===== config.mk =====
export PLATFORM = sky130hd
export DESIGN_NAME = iact_csc_encoder_flat
export DESIGN_NICKNAME = d
export VERILOG_FILES = /design/src/rtl/iact_csc_encoder_if.sv /design/src/rtl/iact_csc_encoder.sv /design/src/flat_wrapper.sv
export SDC_FILE = /design/constraint.sdc
export NUM_CORES = 1
export LEC_CHECK = 0
export ABC_AREA = 1
export CAP_MARGIN = 20
export CORE_MARGIN = 2
export CORE_UTILIZATION = 55
export DETAILED_ROUTE_END_ITERATION = 10
export PLACE_DENSITY = 0.78
export SETUP_SLACK_MARGIN = 0.02
export SKIP_CTS_REPAIR_TIMING = 1
export SYNTH_ARGS = -nofsm -noshare
export SYNTH_HDL_FRONTEND = slang
export SYNTH_SLANG_ARGS = --single-unit

===== constraint.sdc =====
create_clock -name clock -period 4.44 [get_ports clock]
set_clock_uncertainty 0.05 [all_clocks]
set_input_delay 0.888 -clock clock [delete_from_list [all_inputs] [get_ports clock]]
set_output_delay 0.888 -clock clock [all_outputs]
set_load 0.02 [all_outputs]

===== src/rtl/iact_csc_encoder_if.sv =====
// ---------------------------------------------------------------------------
// iact_csc_encoder_if
// Bundles the two streaming handshakes of the iact CSC encoder:
//   dense activation input : in_valid, in_ready, in_data[DATA_W-1:0]
//   CSC word output        : out_valid, out_ready, out_data[DATA_W+CNT_W-1:0]
// Modports:
//   master : encoder side (accepts the dense stream, drives the CSC stream)
//   slave  : environment side (feeds activations, sinks CSC words / SRAM)
// ---------------------------------------------------------------------------
interface iact_csc_encoder_if #(
    parameter int DATA_W = 8,
    parameter int CNT_W  = 4
) ();
    logic                     in_valid;
    logic                     in_ready;
    logic [DATA_W-1:0]        in_data;
    logic                     out_valid;
    logic                     out_ready;
    logic [DATA_W+CNT_W-1:0]  out_data;

    modport master (
        input  in_valid, in_data, out_ready,
        output in_ready, out_valid, out_data
    );

    modport slave (
        output in_valid, in_data, out_ready,
        input  in_ready, out_valid, out_data
    );
endinterface


===== src/rtl/iact_csc_encoder.sv =====
// ---------------------------------------------------------------------------
// iact_csc_encoder
// Compresses dense column-major activations into the zero-terminated CSC
// word stream consumed by the GLB iact data SRAM. Each nonzero element
// becomes {data,row}; every column ends with 12'h000 and the whole stream
// ends with an extra 12'h000 (two consecutive zeros = write done). An empty
// column emits the filler word {0,all-ones row} so it never produces two
// adjacent zeros.
// Ports:
//   clock, reset        rising-edge clock, synchronous active-low reset
//   cfg_col_h_m1        column height - 1, latched on start
//   cfg_cols_m1         column count - 1, latched on start
//   start               1-cycle start pulse, accepted only when idle
//   busy                high from accepted start until the stream is done
//   done                1-cycle pulse once the final zero word is taken
//   overflow            sticky, word offset saturated; cleared by start
//   bus (master)        dense input and CSC output handshakes
// Optional feature (macro IACT_CSC_ADDR_OUT_EN):
//   addr_out_valid, addr_out  1-cycle pulse with the word offset of each
//   column's first word, for the consumer's column-pointer table.
// ---------------------------------------------------------------------------
module iact_csc_encoder #(
    parameter int DATA_W = 8,
    parameter int CNT_W  = 4,
    parameter int IDX_W  = 11
) (
    input  logic              clock,
    input  logic              reset,
    input  logic [CNT_W-1:0]  cfg_col_h_m1,
    input  logic [4:0]        cfg_cols_m1,
    input  logic              start,
    output logic              busy,
    output logic              done,
    output logic              overflow,
    iact_csc_encoder_if.master bus
`ifdef IACT_CSC_ADDR_OUT_EN
    ,
    output logic              addr_out_valid,
    output logic [IDX_W-1:0]  addr_out
`endif
);

    typedef enum logic [2:0] {IDLE, RUN, PAD, TERM, FINAL, DRAIN} state_t;

    localparam logic [IDX_W-1:0] WORD_MAX = '1;

    state_t                   state;
    logic [CNT_W-1:0]         col_h_m1;
    logic [4:0]               cols_m1;
    logic [CNT_W-1:0]         row;
    logic [4:0]               col;
    logic [IDX_W-1:0]         word;
    logic                     col_nz;
    logic                     out_valid_q;
    logic [DATA_W+CNT_W-1:0]  out_data_q;

    logic                     adv;
    logic                     take;
    logic                     nz;
    logic                     word_sat;
    logic [IDX_W-1:0]         word_next;

    // The single output register may be refilled when it is empty or being drained.
    assign adv       = !out_valid_q || bus.out_ready;
    assign take      = bus.in_valid && (state == RUN) && adv;
    assign nz        = |bus.in_data;
    assign word_sat  = (word == WORD_MAX);
    assign word_next = word_sat ? word : word + 1'b1;

    assign bus.in_ready  = (state == RUN) && adv;
    assign bus.out_valid = out_valid_q;
    assign bus.out_data  = out_data_q;

    always_ff @(posedge clock) begin
        if (!reset) begin
            state       <= IDLE;
            col_h_m1    <= '0;
            cols_m1     <= '0;
            row         <= '0;
            col         <= '0;
            word        <= '0;
            col_nz      <= 1'b0;
            busy        <= 1'b0;
            done        <= 1'b0;
            overflow    <= 1'b0;
            out_valid_q <= 1'b0;
            out_data_q  <= '0;
`ifdef IACT_CSC_ADDR_OUT_EN
            addr_out_valid <= 1'b0;
            addr_out       <= '0;
`endif
        end else begin
            done <= 1'b0;
`ifdef IACT_CSC_ADDR_OUT_EN
            addr_out_valid <= 1'b0;
`endif
            // A handed-off word empties the register unless a new load below refills it.
            if (out_valid_q && bus.out_ready) begin
                out_valid_q <= 1'b0;
            end

            case (state)
                IDLE: begin
                    if (start) begin
                        col_h_m1 <= cfg_col_h_m1;
                        cols_m1  <= cfg_cols_m1;
                        row      <= '0;
                        col      <= '0;
                        word     <= '0;
                        col_nz   <= 1'b0;
                        overflow <= 1'b0;
                        busy     <= 1'b1;
                        state    <= RUN;
                    end
                end

                RUN: begin
                    if (take) begin
                        if (nz) begin
                            out_valid_q <= 1'b1;
                            out_data_q  <= {bus.in_data, row};
                            col_nz      <= 1'b1;
                            word        <= word_next;
                            if (word_sat) begin
                                overflow <= 1'b1;
                            end
`ifdef IACT_CSC_ADDR_OUT_EN
                            // First nonzero of the column is the column's first word.
                            if (!col_nz) begin
                                addr_out_valid <= 1'b1;
                                addr_out       <= word;
                            end
`endif
                        end
                        row <= row + 1'b1;
                        if (row == col_h_m1) begin
                            state <= (col_nz || nz) ? TERM : PAD;
                        end
                    end
                end

                PAD: begin
                    if (adv) begin
                        out_valid_q <= 1'b1;
                        out_data_q  <= {{DATA_W{1'b0}}, {CNT_W{1'b1}}};
                        word        <= word_next;
                        if (word_sat) begin
                            overflow <= 1'b1;
                        end
`ifdef IACT_CSC_ADDR_OUT_EN
                        addr_out_valid <= 1'b1;
                        addr_out       <= word;
`endif
                        state <= TERM;
                    end
                end

                TERM: begin
                    if (adv) begin
                        out_valid_q <= 1'b1;
                        out_data_q  <= '0;
                        word        <= word_next;
                        if (word_sat) begin
                            overflow <= 1'b1;
                        end
                        row    <= '0;
                        col_nz <= 1'b0;
                        if (col == cols_m1) begin
                            state <= FINAL;
                        end else begin
                            col   <= col + 1'b1;
                            state <= RUN;
                        end
                    end
                end

                FINAL: begin
                    if (adv) begin
                        out_valid_q <= 1'b1;
                        out_data_q  <= '0;
                        state       <= DRAIN;
                    end
                end

                DRAIN: begin
                    if (out_valid_q && bus.out_ready) begin
                        done  <= 1'b1;
                        busy  <= 1'b0;
                        state <= IDLE;
                    end
                end

                default: state <= IDLE;
            endcase
        end
    end

endmodule

===== src/flat_wrapper.sv =====
// flat-port wrapper written by rule: the top's interface ports become plain ports
module iact_csc_encoder_flat 
#(
    parameter int DATA_W = 8,
    parameter int CNT_W  = 4,
    parameter int IDX_W  = 11
)
  (clock, reset, cfg_col_h_m1, cfg_cols_m1, start, busy, done, overflow, bus_in_valid, bus_in_data, bus_out_ready, bus_in_ready, bus_out_valid, bus_out_data);
  iact_csc_encoder_if #(.DATA_W(DATA_W), .CNT_W(CNT_W)) bus_i ();
  input  logic clock;
  input  logic reset;
  input  logic [CNT_W-1:0] cfg_col_h_m1;
  input  logic [4:0] cfg_cols_m1;
  input  logic start;
  output logic busy;
  output logic done;
  output logic overflow;
  input wire logic [$bits(bus_i.in_valid)-1:0] bus_in_valid;
  input wire logic [$bits(bus_i.in_data)-1:0] bus_in_data;
  input wire logic [$bits(bus_i.out_ready)-1:0] bus_out_ready;
  output wire logic [$bits(bus_i.in_ready)-1:0] bus_in_ready;
  output wire logic [$bits(bus_i.out_valid)-1:0] bus_out_valid;
  output wire logic [$bits(bus_i.out_data)-1:0] bus_out_data;
  assign bus_i.in_valid = bus_in_valid;
  assign bus_i.in_data = bus_in_data;
  assign bus_i.out_ready = bus_out_ready;
  assign bus_in_ready = bus_i.in_ready;
  assign bus_out_valid = bus_i.out_valid;
  assign bus_out_data = bus_i.out_data;
  iact_csc_encoder #(.DATA_W(DATA_W), .CNT_W(CNT_W), .IDX_W(IDX_W)) u_core (.clock(clock), .reset(reset), .cfg_col_h_m1(cfg_col_h_m1), .cfg_cols_m1(cfg_cols_m1), .start(start), .busy(busy), .done(done), .overflow(overflow), .bus(bus_i));
endmodule

; ---- Word-level counts from Yosys, hierarchy flattened
; Cells that the tools add are included.
; W data, S select, Z words.
[word_totals]
reg_bits = 49
in_bits = 22
out_inout_bits = 17
[classes]
add_sub_neg = 3
eq_ne = 19
n_mux = 48
n_reduce_logical = 26
[ops]
columns = cell, count
row1 = $mux W11, 5
row2 = $mux W12, 4
row3 = $pmux W12 S3, 1
row4 = $pmux W11 S3, 1
row5 = $mux W3, 8
row6 = $pmux W3 S6, 1
row7 = $mux W1, 16
row8 = $ne A2 B1 Y1 const B, 8
row9 = $mux W5, 3
row10 = $reduce_and A5 Y1, 3
row11 = $mux W4, 3
row12 = $pmux W4 S3, 1
row13 = $add A11 B1 Y11 const B, 1
row14 = $eq A11 B11 Y1 const B, 1
row15 = $pmux W5 S2, 1
row16 = $reduce_bool A3 Y1, 3
row17 = $reduce_and A4 Y1, 2
row18 = $reduce_or A8 Y1, 1
row19 = $reduce_and A7 Y1, 1
row20 = $eq A3 B2 Y1 const B, 2
row21 = $eq A3 B3 Y1 const B, 2
row22 = $ne A2 B2 Y1 const B, 3
row23 = $pmux W1 S3, 2
row24 = $add A5 B1 Y5 const B, 1
row25 = 14 further kinds, 22

; ---- Longest topological paths before layout
[depth]
ltp_word = 6
mapped_depth = 12
mapped_depth_nobuf = 12

; ---- Worst setup path before layout
; No wires, ideal clock.
[synth_path]
kind = input port to output port
startpoint = input port bus_out_ready
endpoint = output port bus_in_ready
arrival_time_ps = 1392
required_ps = 3502
path_slack_ps = 2110
stages = 4
path_buffers = 0
cell_sequence = inv_1 nand2_1 inv_1 nor2_1
[synth_between]
elab_chain_len = 2
[synth_rtl]
columns = element, line
row1 = start: declaration, flat_wrapper.sv:20  ; input wire logic [$bits(bus_i.out_ready)-1:0] bus_out_ready;
row2 = $logic_or A1 B1 Y1, iact_csc_encoder.sv:64  ; assign adv = !out_valid_q || bus.out_ready;
row3 = $logic_and A1 B1 Y1, iact_csc_encoder.sv:70  ; assign bus.in_ready = (state == RUN) && adv;
row4 = end: declaration, flat_wrapper.sv:21  ; output wire logic [$bits(bus_i.in_ready)-1:0] bus_in_ready;
; No other way between the ends.

; ---- Worst setup path after layout
; Same ends and word-level chain as after synthesis.

==> flow_summary_export.csv <==
group,metric,value,unit
global_routing,grt_use_total,22.4,%
route,wl,5590,um
pwr,swShare,47.6,%
synthesis,synthArstFlopShare,0,%
cts,numCtsBuffers,5,
final_layout,fillers,403,
timing,fin_crit_sh,75.8,%
pwr,vdd_drop_max,424,uV
floorplan,die_h,71.7,um
critical_path,endpoint_kind,"output pin",
timing,rsz0062_at_grt,"false",
critical_path,critPathMaxStageDelay,0.62,ns
global_routing,grt_pass1_wl,9310,um
cts,h-tree-depth,2,
critical_path,worstPathRequired,3.50,ns
synthesis,yosysWarnings,0,
job,cap_violations,0,
critical_path,cp-start-kind,"primary input",
global_routing,gr-total-overflow,0,
timing,min_period,3.37,ns
min_path,hp-class,"reg -> reg",
synthesis,synth_cells,374,
critical_path,cp_slowest_cell,"clkdlybuf4s50_1",
timing,slew_headroom,58.6,%
final_layout,area_growth_syn_to_layout,19.7,%
route,routed_via_density,5.20,
timing,hold_violations,0,
cts,clockBufferDepth,2,
final_layout,seqCellArea,981,um2
cts,clk_latency,0.30,ns
place,hpwl,4090,um
pwr,combPwrFrac,54.1,%
timing,worst_hold_slack,0.421,ns
route,ant_nets,0,
critical_path,cp_data_arrival_time,2.43,ns
route,drc,0,
global_routing,grt_antenna_before_repair,0,
floorplan,io_pins,39,
cts,clock-root-buffer,"clkbuf_8",
synthesis,yosysUniqueCellTypes,30,
pwr,p_clk_share,13.2,%
global_routing,grt_pass1_vias,2163,
route,routedWlPerCell,12.0,um
final_layout,drive_gt1_share,7.97,%
synthesis,ys_seq_area_share,38.9,%
floorplan,die_area,5140,um2
critical_path,crit_chain,"clkdlybuf4s50_1 > inv_1 > nand2_1 > inv_1 > nor2_1 > clkdlybuf4s50_1",
cts,cts_tree,"done",
cts,clk_pin_slew,0.09,ns
timing,slew_violations,0,
place,place_inst,458,
cts,clock_sinks,49,
route,vias,2425,
place,portBuffers,38,
pwr,pwr_density_cell,646,nW/um2
timing,max_freq,0.297,GHz
route,drt_iter0_drc,121,
critical_path,cp_max_fo,4,
pwr,power.leakage,1.18,nW
route,firstDrtPassIters,4,
timing,worst_slew_pin_slew,0.619,ns
critical_path,worstSetupPathType,"in -> out",
floorplan,start_util,57.5,%
pwr,p_int,1.02,mW
timing,setup_tns,0,ns
timing,setup_viol,0,
final_layout,fin_nets,438,
synthesis,ys.flop_type,"dfxtp_1",
synthesis,synthesis.nets,399,
final_layout,diodes,0,
floorplan,rows,24,
place,routabilityCongestion,0.880,
global_routing,grt_max_degree,22,
status,outcome,"completed",
synthesis,synth_edf_count,0,
floorplan,die_w,71.7,um
synthesis,syn-cell-area,2520,um2
synthesis,synth.ff_latch_count,49,
final_layout,multi_input_area,1350,um2
synthesis,postSynthAreaPerCell,6.74,um2
final_layout,fin_cells,466,
pwr,p_sw,0.929,mW
pwr,seqPwrFrac,32.7,%
floorplan,core,4380,um2
-- final timing paths --
check	start	to	slack, ns	cells past startpoint
max	bus_out_ready	bus_in_ready	1.07	6
min	u_core.cols_m1[0]	u_core.cols_m1[0]	0.42	2
max reg2reg	u_core.word[0]	u_core.word[3]	2.50	11
min reg2reg	u_core.cols_m1[0]	u_core.cols_m1[0]	0.42	2
-- registers in the layout, summed over array words and instances, names as in the netlist --
signal and flops:
u_core.word 11, u_core.cols_m1 5, u_core.busy 1, u_core.overflow 1
u_core.row 4, u_core.col_h_m1 4, u_core.col_nz 1, u_core.col 5
u_core.state 3, u_core.done 1, u_core.bus.out_valid 1, u_core.bus.out_data 12
-- layout by cell type, fill, tap and decap left out --
cell type | synthesis | final
a211oi_1 | 1 | 1
a21oi_1 | 41 | 41
a31o_2 | 1 | 1
a31oi_1 | 2 | 2
buf_4 | 2 | 1
clkbuf_1 | 3 | 3
clkbuf_8 | 0 | 5
clkdlybuf4s50_1 | 0 | 38
clkinv_1 | 2 | 2
dfxtp_1 | 49 | 49
ha_1 | 3 | 3
inv_1 | 32 | 32
inv_2 | 9 | 9
nand2_1 | 96 | 96
nand2_2 | 4 | 4
nand2_4 | 1 | 1
nand3_1 | 31 | 31
nand3_2 | 1 | 1
nand3b_1 | 2 | 2
nand4_1 | 4 | 4
nor2_1 | 46 | 46
nor2_2 | 5 | 5
nor2_4 | 5 | 5
nor3_1 | 1 | 1
nor3b_1 | 1 | 1
o21ai_0 | 15 | 15
o21ai_1 | 2 | 2
o21ai_2 | 1 | 1
xnor2_1 | 6 | 6
xor2_1 | 6 | 6
-- final cells by class --
cell class / count / share of cell area [%]
Multi-Input combinational cell: 275 / 44.5
Sequential cell: 49 / 32.5
Timing Repair Buffer: 39 / 12.8
Inverter: 43 / 5.34
Clock buffer: 8 / 2.65
Tap cell: 52 / 2.15
-- cell families (layout without fill, tap and decap cells) --
logic type | Yosys count | in the layout | share of synthesized area, %
DFF | 49 | 49 | 38.9
adders and majority gates | 3 | 3 | 1.49
and+or+nand+nor | 197 | 197 | 34.7
AOI/OAI and AO/OA | 63 | 63 | 13.0
buffers and inverters | 50 | 90 | 7.79
xor gates and xnor gates | 12 | 12 | 4.17
-- cells in the mapped netlist (2+ instances only) --
master / instances / area (um2)
buf_4: 2 / 15.0
inv_1: 32 / 120
dfxtp_1: 49 / 981
a21oi_1: 41 / 205
nor2_4: 5 / 56.3
nand3b_1: 2 / 15.0
nor2_1: 46 / 173
xnor2_1: 6 / 52.6
nand4_1: 4 / 25.0
clkinv_1: 2 / 7.51
a31oi_1: 2 / 12.5
clkbuf_1: 3 / 11.3
nor2_2: 5 / 31.3
xor2_1: 6 / 52.6
ha_1: 3 / 37.5
nand2_2: 4 / 25.0
o21ai_1: 2 / 10.0
inv_2: 9 / 33.8
nand3_1: 31 / 155
o21ai_0: 15 / 75.1
nand2_1: 96 / 360
-- metal layers --
layer | track usage (%) | share of wire [%] | wire length, um | up-vias
met2 | 39.7 | 50 | 2800 | 42
met5 | 0 | 0 | 0 | -
met4 | 6.08 | 1.1 | 59 | 0
met3 | 4.08 | 3.3 | 184 | 6
li1 | - | - | - | 1271
met1 | 27.8 | 46 | 2540 | 1106
-- critical path, delay by kind of cell --
kind | cells | cell delay [ns]
simple gates | 2 | 0.28
buf+inv | 4 | 1.26
-- through the flow --
| step | setup WS [ns] | cell area [um2] | total power [mW] | util, % |
|---|---|---|---|---|
| floorplan | 2.11 | 2520 | 1.42 | - |
| global placement | 1.11 | 2940 | 1.68 | 67.1 |
| detailed placement | 1.11 | 2940 | 1.70 | 67.1 |
| CTS | 1.09 | 3020 | 1.96 | 68.9 |
| global route | 1.04 | 3020 | 2.11 | 68.9 |
| finish | 1.07 | 3020 | 1.95 | 68.9 |
-- power by group through the flow --
stage	logic (mW)	registers [mW]	clock network, mW
global route	1.18	0.651	0.279
global placement	1.04	0.641	0
CTS	1.06	0.637	0.258
detailed placement	1.06	0.645	0
floorplan	0.726	0.690	0
finish	1.06	0.637	0.257
Note: power is estimated with default switching activity, not from simulation.
